==> config.mk <==
export PLATFORM = sky130hd
export DESIGN_NAME = rv32_ctrl_fsm
export DESIGN_NICKNAME = d
export VERILOG_FILES = /design/src/rtl/rv32_pkg.sv /design/src/rtl/rv32_opclass_decode.sv /design/src/rtl/rv32_ctrl_fsm.sv
export SDC_FILE = /design/constraint.sdc
export NUM_CORES = 1
export LEC_CHECK = 0
export BUFFER_PORTS_ARGS = -buffer_cell sky130_fd_sc_hd__buf_2
export CORE_UTILIZATION = 48
export CTS_CLUSTER_DIAMETER = 200
export DETAILED_ROUTE_END_ITERATION = 10
export MAX_ROUTING_LAYER = met4
export PLACE_DENSITY = 0.74
export SYNTH_ARGS = -nofsm -noshare
export SYNTH_HDL_FRONTEND = slang
export SYNTH_SLANG_ARGS = --single-unit
==> constraint.sdc <==
create_clock -name clk -period 2.36 [get_ports clk]
set_input_delay 0.118 -clock clk [delete_from_list [all_inputs] [get_ports clk]]
set_output_delay 0.118 -clock clk [all_outputs]
set_load 0.01 [all_outputs]
==> src/rtl/rv32_pkg.sv <==
// rv32_pkg: opcodes, FSM states, mux-select and instruction-class enums
// shared by the RV32I control sequencer and its opcode classifier.
package rv32_pkg;

   localparam logic [6:0] OPC_LUI    = 7'b0110111;
   localparam logic [6:0] OPC_AUIPC  = 7'b0010111;
   localparam logic [6:0] OPC_JAL    = 7'b1101111;
   localparam logic [6:0] OPC_JALR   = 7'b1100111;
   localparam logic [6:0] OPC_BRANCH = 7'b1100011;
   localparam logic [6:0] OPC_LOAD   = 7'b0000011;
   localparam logic [6:0] OPC_STORE  = 7'b0100011;
   localparam logic [6:0] OPC_OPIMM  = 7'b0010011;
   localparam logic [6:0] OPC_OP     = 7'b0110011;
   localparam logic [6:0] OPC_FENCE  = 7'b0001111;

   typedef enum logic [2:0] {
      ST_IDLE    = 3'd0,
      ST_FETCH   = 3'd1,
      ST_DECODE  = 3'd2,
      ST_EXECUTE = 3'd3,
      ST_MEM     = 3'd4,
      ST_WB      = 3'd5,
      ST_TRAP    = 3'd6
   } state_e;

   typedef enum logic [1:0] {
      PC_PLUS4 = 2'd0,
      PC_REL   = 2'd1,
      PC_RS1   = 2'd2
   } pc_sel_e;

   typedef enum logic [1:0] {
      WB_ALU  = 2'd0,
      WB_LOAD = 2'd1,
      WB_PC4  = 2'd2,
      WB_IMM  = 2'd3
   } wb_sel_e;

   typedef enum logic [3:0] {
      CL_NONE   = 4'd0,
      CL_LUI    = 4'd1,
      CL_AUIPC  = 4'd2,
      CL_JAL    = 4'd3,
      CL_JALR   = 4'd4,
      CL_BRANCH = 4'd5,
      CL_LOAD   = 4'd6,
      CL_STORE  = 4'd7,
      CL_OPIMM  = 4'd8,
      CL_OP     = 4'd9,
      CL_FENCE  = 4'd10
   } iclass_e;

   typedef struct packed {
      logic    src_a;
      logic    src_b;
      pc_sel_e pc_sel;
      wb_sel_e wb_sel;
      logic    rf_we;
   } sel_t;

   // Datapath selects implied by an instruction class; taken only
   // matters for branches.
   function automatic sel_t class_sel(input iclass_e cls,
                                      input logic    taken);
      sel_t s;
      s.src_a  = (cls == CL_AUIPC);
      s.src_b  = cls inside {CL_LUI, CL_AUIPC, CL_JALR,
                             CL_LOAD, CL_STORE, CL_OPIMM};
      s.rf_we  = !(cls inside {CL_BRANCH, CL_FENCE,
                               CL_STORE, CL_NONE});
      s.pc_sel = PC_PLUS4;
      s.wb_sel = WB_ALU;
      unique case (cls)
         CL_BRANCH: s.pc_sel = taken ? PC_REL : PC_PLUS4;
         CL_JAL: begin
            s.pc_sel = PC_REL;
            s.wb_sel = WB_PC4;
         end
         CL_JALR: begin
            s.pc_sel = PC_RS1;
            s.wb_sel = WB_PC4;
         end
         CL_LUI:  s.wb_sel = WB_IMM;
         CL_LOAD: s.wb_sel = WB_LOAD;
         default: ;
      endcase
      return s;
   endfunction

endpackage

==> src/rtl/rv32_opclass_decode.sv <==
// rv32_opclass_decode: combinational opcode/funct3 -> instruction class
// and legal flag. In: i_opcode, i_funct3. Out: o_class, o_legal.
module rv32_opclass_decode
   import rv32_pkg::*;
(
   input  logic [6:0] i_opcode,
   input  logic [2:0] i_funct3,
   output iclass_e    o_class,
   output logic       o_legal
);

   always_comb begin
      o_class = CL_NONE;
      o_legal = 1'b0;
      unique case (1'b1)
         (i_opcode == OPC_LUI): begin
            o_class = CL_LUI;
            o_legal = 1'b1;
         end
         (i_opcode == OPC_AUIPC): begin
            o_class = CL_AUIPC;
            o_legal = 1'b1;
         end
         (i_opcode == OPC_JAL): begin
            o_class = CL_JAL;
            o_legal = 1'b1;
         end
         (i_opcode == OPC_JALR): begin
            o_class = CL_JALR;
            o_legal = (i_funct3 == 3'b000);
         end
         (i_opcode == OPC_BRANCH): begin
            o_class = CL_BRANCH;
            o_legal = (i_funct3 != 3'b010) &&
                      (i_funct3 != 3'b011);
         end
         (i_opcode == OPC_LOAD): begin
            o_class = CL_LOAD;
            o_legal = (i_funct3 != 3'b011) &&
                      (i_funct3 <  3'b110);
         end
         (i_opcode == OPC_STORE): begin
            o_class = CL_STORE;
            o_legal = (i_funct3 <= 3'b010);
         end
         (i_opcode == OPC_OPIMM): begin
            o_class = CL_OPIMM;
            o_legal = 1'b1;
         end
         (i_opcode == OPC_OP): begin
            o_class = CL_OP;
            o_legal = 1'b1;
         end
         (i_opcode == OPC_FENCE): begin
            o_class = CL_FENCE;
            o_legal = 1'b1;
         end
         default: ;
      endcase
   end

endmodule

==> src/rtl/rv32_ctrl_fsm.sv <==
// rv32_ctrl_fsm: multi-cycle RV32I control sequencer. Inputs: clk, rst
// (async active-low), i_opcode/i_funct3, i_branch_taken, i_imem_valid,
// i_dmem_ready. Outputs: fetch/IR/PC strobes and selects, ALU operand
// selects, RF write/wb select, dmem request/write, sticky o_illegal and
// o_timeout, o_state. Define RV32_CTRL_PERF_EN to add o_cycle_cnt and
// o_instret_cnt performance counters.
module rv32_ctrl_fsm
   import rv32_pkg::*;
#(
   parameter int unsigned TIMEOUT_CYCLES = 16
`ifdef RV32_CTRL_PERF_EN
   ,
   parameter int unsigned CNT_WIDTH = 32
`endif
) (
   input  logic       clk,
   input  logic       rst,
   input  logic [6:0] i_opcode,
   input  logic [2:0] i_funct3,
   input  logic       i_branch_taken,
   input  logic       i_imem_valid,
   input  logic       i_dmem_ready,
   output logic       o_imem_req,
   output logic       o_ir_load,
   output logic       o_pc_en,
   output logic [1:0] o_pc_sel,
   output logic       o_alu_src_a,
   output logic       o_alu_src_b,
   output logic       o_rf_we,
   output logic [1:0] o_wb_sel,
   output logic       o_dmem_req,
   output logic       o_dmem_we,
   output logic       o_illegal,
   output logic       o_timeout,
   output logic [2:0] o_state
`ifdef RV32_CTRL_PERF_EN
   ,
   output logic [CNT_WIDTH-1:0] o_cycle_cnt,
   output logic [CNT_WIDTH-1:0] o_instret_cnt
`endif
);

   localparam int unsigned WW =
      (TIMEOUT_CYCLES > 1) ? $clog2(TIMEOUT_CYCLES) : 1;
   localparam logic [WW-1:0] WAIT_LAST =
      WW'((TIMEOUT_CYCLES > 0) ? TIMEOUT_CYCLES - 1 : 0);
   localparam bit TO_EN = (TIMEOUT_CYCLES != 0);

   state_e        state_q;
   state_e        state_d;
   iclass_e       cls_q;
   iclass_e       dec_cls;
   logic          dec_legal;
   logic          taken_q;
   logic [WW-1:0] wait_cnt;
   logic          wait_hit;
   logic          ill_q;
   logic          to_q;
   logic          set_ill;
   logic          set_to;
   logic          sel_act;
   logic          is_store;
   sel_t          sel;

   rv32_opclass_decode u_dec (
      .i_opcode (i_opcode),
      .i_funct3 (i_funct3),
      .o_class  (dec_cls),
      .o_legal  (dec_legal)
   );

   // wait_cnt counts cycles already spent waiting; the cycle where it
   // equals TIMEOUT_CYCLES-1 is the last one a response is accepted.
   assign wait_hit = TO_EN && (wait_cnt == WAIT_LAST);
   assign is_store = (cls_q == CL_STORE);

   always_ff @(posedge clk or negedge rst) begin
      if (!rst) begin
         state_q  <= ST_IDLE;
         cls_q    <= CL_NONE;
         taken_q  <= 1'b0;
         wait_cnt <= '0;
         ill_q    <= 1'b0;
         to_q     <= 1'b0;
      end else begin
         state_q <= state_d;
         if (state_q == ST_DECODE)
            cls_q <= dec_cls;
         if (state_q == ST_EXECUTE)
            taken_q <= i_branch_taken;
         if (state_d != state_q)
            wait_cnt <= '0;
         else if (state_q inside {ST_FETCH, ST_MEM})
            wait_cnt <= wait_cnt + 1'b1;
         if (set_ill)
            ill_q <= 1'b1;
         if (set_to)
            to_q <= 1'b1;
      end
   end

   // Selects are live from EXECUTE onwards; in EXECUTE the branch
   // outcome comes straight from the ALU, afterwards from taken_q.
   always_comb begin
      sel = class_sel(cls_q, (state_q == ST_EXECUTE) ?
                             i_branch_taken : taken_q);
      sel_act = state_q inside {ST_EXECUTE, ST_MEM, ST_WB};
      o_alu_src_a = sel_act & sel.src_a;
      o_alu_src_b = sel_act & sel.src_b;
      o_pc_sel    = sel_act ? sel.pc_sel : PC_PLUS4;
      o_wb_sel    = sel_act ? sel.wb_sel : WB_ALU;
   end

   always_comb begin
      state_d    = state_q;
      o_imem_req = 1'b0;
      o_ir_load  = 1'b0;
      o_pc_en    = 1'b0;
      o_rf_we    = 1'b0;
      o_dmem_req = 1'b0;
      o_dmem_we  = 1'b0;
      set_ill    = 1'b0;
      set_to     = 1'b0;
      unique case (state_q)
         ST_IDLE: state_d = ST_FETCH;
         ST_FETCH: begin
            o_imem_req = 1'b1;
            if (i_imem_valid) begin
               o_ir_load = 1'b1;
               state_d   = ST_DECODE;
            end else if (wait_hit) begin
               set_to  = 1'b1;
               state_d = ST_TRAP;
            end
         end
         ST_DECODE: begin
            if (dec_legal) begin
               state_d = ST_EXECUTE;
            end else begin
               set_ill = 1'b1;
               state_d = ST_TRAP;
            end
         end
         ST_EXECUTE: begin
            if (cls_q inside {CL_LOAD, CL_STORE})
               state_d = ST_MEM;
            else
               state_d = ST_WB;
         end
         ST_MEM: begin
            o_dmem_req = 1'b1;
            o_dmem_we  = is_store;
            if (i_dmem_ready) begin
               if (is_store) begin
                  o_pc_en = 1'b1;
                  state_d = ST_FETCH;
               end else begin
                  state_d = ST_WB;
               end
            end else if (wait_hit) begin
               set_to  = 1'b1;
               state_d = ST_TRAP;
            end
         end
         ST_WB: begin
            o_pc_en = 1'b1;
            o_rf_we = sel.rf_we;
            state_d = ST_FETCH;
         end
         ST_TRAP: state_d = ST_TRAP;
         default: state_d = ST_IDLE;
      endcase
   end

   assign o_illegal = ill_q;
   assign o_timeout = to_q;
   assign o_state   = state_q;

`ifdef RV32_CTRL_PERF_EN
   always_ff @(posedge clk or negedge rst) begin
      if (!rst) begin
         o_cycle_cnt   <= '0;
         o_instret_cnt <= '0;
      end else begin
         if (!(state_q inside {ST_IDLE, ST_TRAP}))
            o_cycle_cnt <= o_cycle_cnt + 1'b1;
         if (o_pc_en)
            o_instret_cnt <= o_instret_cnt + 1'b1;
      end
   end
`endif

endmodule

Word level (Yosys, flattened, before mapping)
Index checks and enable logic that the tools add are counted.

operators by class
  add/sub/neg operators = 1
  $lt $le $gt $ge = 2
  equal/unequal tests = 29
  multiplexer cells = 32
  bitwise gates (word level) = 2
  reduce and logical (&&, ||, !) cells = 15

operator list
  kind                   count
  $pmux W4 S10           1
  $eq A7 B6 Y1 const B   3
  $eq A7 B7 Y1 const B   3
  $pmux W3 S6            1
  $eq A4 B3 Y1 const B   4
  $mux W1                16
  $mux W3                5
  $eq A7 B5 Y1 const B   2
  $eq A4 B4 Y1 const B   3
  $pmux W2 S3            2
  $eq A3 B3 Y1 const B   3
  $eq A4 B2 Y1 const B   2
  $mux W4                2
  $eq A7 B2 Y1 const B   1
  $eq A7 B4 Y1 const B   1
  $eq A3 B2 Y1 const B   2
  $logic_not A3 Y1       2
  $ne A3 B2 Y1 const B   2
  $reduce_bool A2 Y1     3
  $reduce_bool A6 Y1     1
  $reduce_or A6 Y1       1
  $pmux W1 S5            1
  $add A4 B1 Y4 const B  1
  $eq A4 B1 Y1 const B   1
  other kinds (13)       18

word-level totals
  flip-flop bits (word level) = 14
  input port bits = 15
  output and inout port bits = 17

Depth between registers and ports, before layout
  depth in word-level cells = 7
  gate-level depth with buffers = 7
  mapped depth without buffers = 7

Hierarchy
From an unflattened synthesis, not the netlist that was laid out.

second synthesis, totals
  cell total of the unflattened synthesis = 151
  area, all modules = 1,244.9 µm²

modules (own cells, without submodules)
  module               instances  cells an instance  area each (µm²)  sequential area each (µm²)
  rv32_ctrl_fsm        1          112                993.5            350.3
  rv32_opclass_decode  1          39                 251.5            0.0

Worst setup path after synthesis
OpenSTA, ideal clock, no wires.

  path type = flip-flop to output port
  start point = register state_q[2], in the netlist o_state[2]
  end point = output o_pc_sel[0]
  arrival = 1.547 ns
  slack = 0.695 ns
  stages on the path, launching flop included = 7
  buffers on the path = 1
  path through = dfrtp_1 -> buf_2 -> inv_1 -> nand3_1 -> and2_1 -> or2_2 -> a211oi_1

on the way
  longest elaborated chain between the ends = 5

ends and longest elaborated chain
  item                    RTL line                                    RTL
  start, declared         rv32_ctrl_fsm.sv:49                         state_e state_q;
  start signal, assigned  rv32_ctrl_fsm.sv:86                         state_q <= state_d;
  $eq A3 B2 Y1            rv32_ctrl_fsm.sv:105, rv32_ctrl_fsm.sv:107
  $mux W1                 rv32_ctrl_fsm.sv:105                        sel = class_sel(cls_q, (state_q == ST_EXECUTE) ?
  $mux W1                 rv32_pkg.sv:74                              CL_BRANCH: s.pc_sel = taken ? PC_REL : PC_PLUS4;
  $pmux W2 S3             rv32_pkg.sv:73                              unique case (cls)
  $mux W2 *               rv32_ctrl_fsm.sv:110                        o_pc_sel = sel_act ? sel.pc_sel : PC_PLUS4;
  end, declared           rv32_ctrl_fsm.sv:26                         output logic [1:0] o_pc_sel,

Every way passes the cells marked *; elsewhere a longest branch is shown, timed or not.

Final worst setup path
  start point = register state_q[1], in the netlist o_state[1]
  end point = output o_alu_src_a

on the way
  longest elaborated chain between the ends = 3

ends and longest elaborated chain
  item                                          RTL line              RTL
  $eq A3 B2 Y1 or $eq A3 B3 Y1 (tied branches)  rv32_ctrl_fsm.sv:107  sel_act = state_q inside {ST_EXECUTE, ST_MEM, ST_WB};
  $reduce_bool A3 Y1 *                          rv32_ctrl_fsm.sv:107
  $and A1 B1 Y1 *                               rv32_ctrl_fsm.sv:108  o_alu_src_a = sel_act & sel.src_a;
  end, declared                                 rv32_ctrl_fsm.sv:27   output logic o_alu_src_a,

Marks and branches as above.

==> key figures <==
Status
  • Status: complete, no violations

STA
  • Worst slew margin: between 70% and 80%
  • Crit path time final: 2.10 ns
  • Tightest Pin Transition: 0.450 ns
  • Setup violations, final: 0
  • Final Slew Violations: 0
  • Fmax: around 0.48 GHz
  • Final worst slack: ~0.26 ns
  • Fin crit share: roughly 90%
  • Hold WS: 0.0855 ns
  • Setup TNS: 0 ns
  • RSZ-0062 raised after global routing: false
  • Worst Skew: about 0.0019 ns
  • Final Hold Viols: 0

Placement
  • I/O Buffers: 31
  • Placed Cells: ~200
  • Area after DPL: ~0.0013 mm2
  • DPL Wire Length: around 2000 um
  • Final Wtd Congestion: 0.893
  • Pre-CTS WS: about 0.57 ns

Setup path
  • Worst R2R Setup Slack: slightly above 0.5 ns
  • Critical path required time: 2.24 ns
  • Worst setup EP type: output pin
  • Endpoint arrival time on the critical path: slightly below 2 ns
  • Critical Path Fanout Max: 17
  • Worst Reg-to-Reg Cells: 6
  • CP startpoint kind: register
  • CP Class: reg -> out

Clocking
  • Clock transition at path regs: approximately 0.09 ns
  • Post CTS Setup Buffer Count: 0
  • Clk root buf: clkbuf_4
  • CTS max path bufs: 2
  • Post_cts resized: 0
  • Skew-Pair Late Insertion Delay: 0.28 ns
  • Cts hold-fix bufs: 1
  • Clk sinks: 14
  • H-tree depth: 1
  • CTS Buf Count: 3
  • CTS tree: built

Synthesis
  • List of most frequent post-synthesis cells: 22 x nor2_1, 14 x dfrtp_1, 12 x o21ai_0
  • Synth Instances: about 160
  • Top-area cell type share of the netlist area: 29.2%
  • Synthesized area: about 0.0012 mm2
  • Distinct cells, synth: 44
  • Leading area contributor after synthesis: dfrtp_1
  • Post-synthesis async set-or-reset flop share: 100%
  • Register area share after synthesis: 29.2%
  • Most frequent cell after synthesis: nor2_1
  • Synth Register Bits: 14
  • Number of enable flip-flop cells after synthesis: 0
  • Syn nets: 171
  • Syn_area_per_cell: just under 8 um2
  • Largest cells by area after synthesis: dfrtp_1 29%, nor2_1 6.9%, o21ai_0 5.0%
  • Synth warnings: 0
  • Synth Flop Type: dfrtp_1

Drt
  • Vias: approximately 1200
  • Drt via density: about 6.0
  • WL/cell: approximately 13 um
  • Antenna Nets Post-Route: 0
  • Routed WL: 2760 um
  • DRC violations left: 0
  • DR iter-0 viols: 43
  • Pre-antenna DRT Iters: 4

Die
  • DIE AREA: 0.00271 mm2
  • DIE HEIGHT: around 52 um
  • Starting Density: 52.8%
  • Die width: roughly 52 um
  • Row Count: 17
  • I/O pin cnt: 32
  • Floorplan core area: about 0.0023 mm2

Hold path
  • Worst Hold Class: in -> reg
  • Hold Path Depth: 2

Global routing
  • Largest net degree at the start of global routing: 18
  • GRT met3 Usage: 3.22%
  • Most Crowded Layer GR: met2
  • Gr usage total: 23.1%
  • Overflow after GRT: 0
  • Met2 GRT Util: 37.4%
  • Initial antenna violation count: 0
  • First-pass GRT wire length: 4600 um
  • Vias in the first global route: roughly 1100
  • M1 GR Usage: 29.4%

Finish
  • Total Nets Final: a little under 200
  • Fillers: around 220
  • Core Util, Final: about three fifths
  • Layout area overhead: 13.2%
  • Layout cells sized above 1: approximately a quarter
  • Antenna fix cells: 0
  • Final instance count without filler cells: roughly 210
  • Final Instance Area: roughly 0.0014 mm2

Job
  • Max-cap check violation count: 0

Power
  • Pwr dens: around 900 mW/mm2
  • Tot Pwr: around 1.2 mW
  • Pleak: roughly 0.63 nW
  • Worst vdd ir: 0.426 mV
-- cell usage in the layout (no fill, tap or decap), drive strengths merged, types with 2 or more instances in the layout --
cell type  count
buf           32
nor2          22
dfrtp         14
o21ai         14
nand2         12
a21oi         11
inv            8
nor3           8
nand2b         6
nand3          4
nor4           4
o31ai          4
xor2           4
mux2           3
clkbuf         3
and2           2
or2            2
a31oi          2
a22oi          2
o41ai          2
a211oi         2
and3b          2
a21o           2
-- layout make-up --
class / count / area [um2] / share of cell area, %
clock buffer: 3 / 22.5 / 1.66
inverter: 8 / 30.0 / 2.21
multi-input combinational: 123 / 749 / 55.1
sequential: 14 / 350 / 25.8
tap: 28 / 35.0 / 2.58
timing repair buffer: 33 / 173 / 12.7
-- cells by family (layout without fill, tap and decap cells) --
logic type / Yosys count / count (layout) / share of synthesized area (%)
mux: 4 / 4 / 3.65
flops: 14 / 14 / 29.2
compound gates: 45 / 45 / 24.8
xor+xnor: 5 / 5 / 3.65
fa+ha+maj: 1 / 1 / 1.04
simple gates: 68 / 68 / 29.3
buf+inv: 18 / 44 / 8.44
-- path summary, 6_finish.rpt --
path / start / to
setup / recovery: o_state[1] / o_alu_src_a
hold / removal: i_branch_taken / taken_q
setup reg to reg: o_state[0] / wait_cnt[3]
hold reg to reg: o_timeout / o_timeout
max in group asynchronous: rst / wait_cnt[0]
min in group asynchronous: rst / taken_q
-- registers in the layout, summed over array words and instances (netlist names) --
name       flops
o_state        3
taken_q        1
o_timeout      1
o_illegal      1
cls_q          4
wait_cnt       4
-- report_power, final --
group	internal (mW)	switching, mW
Combinational	0.280	0.353
Clock	0.0592	0.0823
Sequential	0.308	0.141
Total	0.648	0.576
-- worst max-delay path, cell delays in order, from the launching register on --
cell and delay [ns]:
dfrtp_1 0.63, nand3_1 0.19, and2_1 0.22, or2_2 0.32, nor3_1 0.18, buf_2 0.16
-- per-layer routing --
| metal | vias to the layer above | wire [um] | share of wire (%) |
|---|---|---|---|
| li1 | 611 | - | - |
| met1 | 572 | 1220 | 44 |
| met2 | 60 | 1330 | 48 |
| met3 | 4 | 171 | 6.2 |
| met4 | 0 | 38 | 1.4 |
| met5 | - | 0 | 0 |
Power figures use the tool's default switching activity.
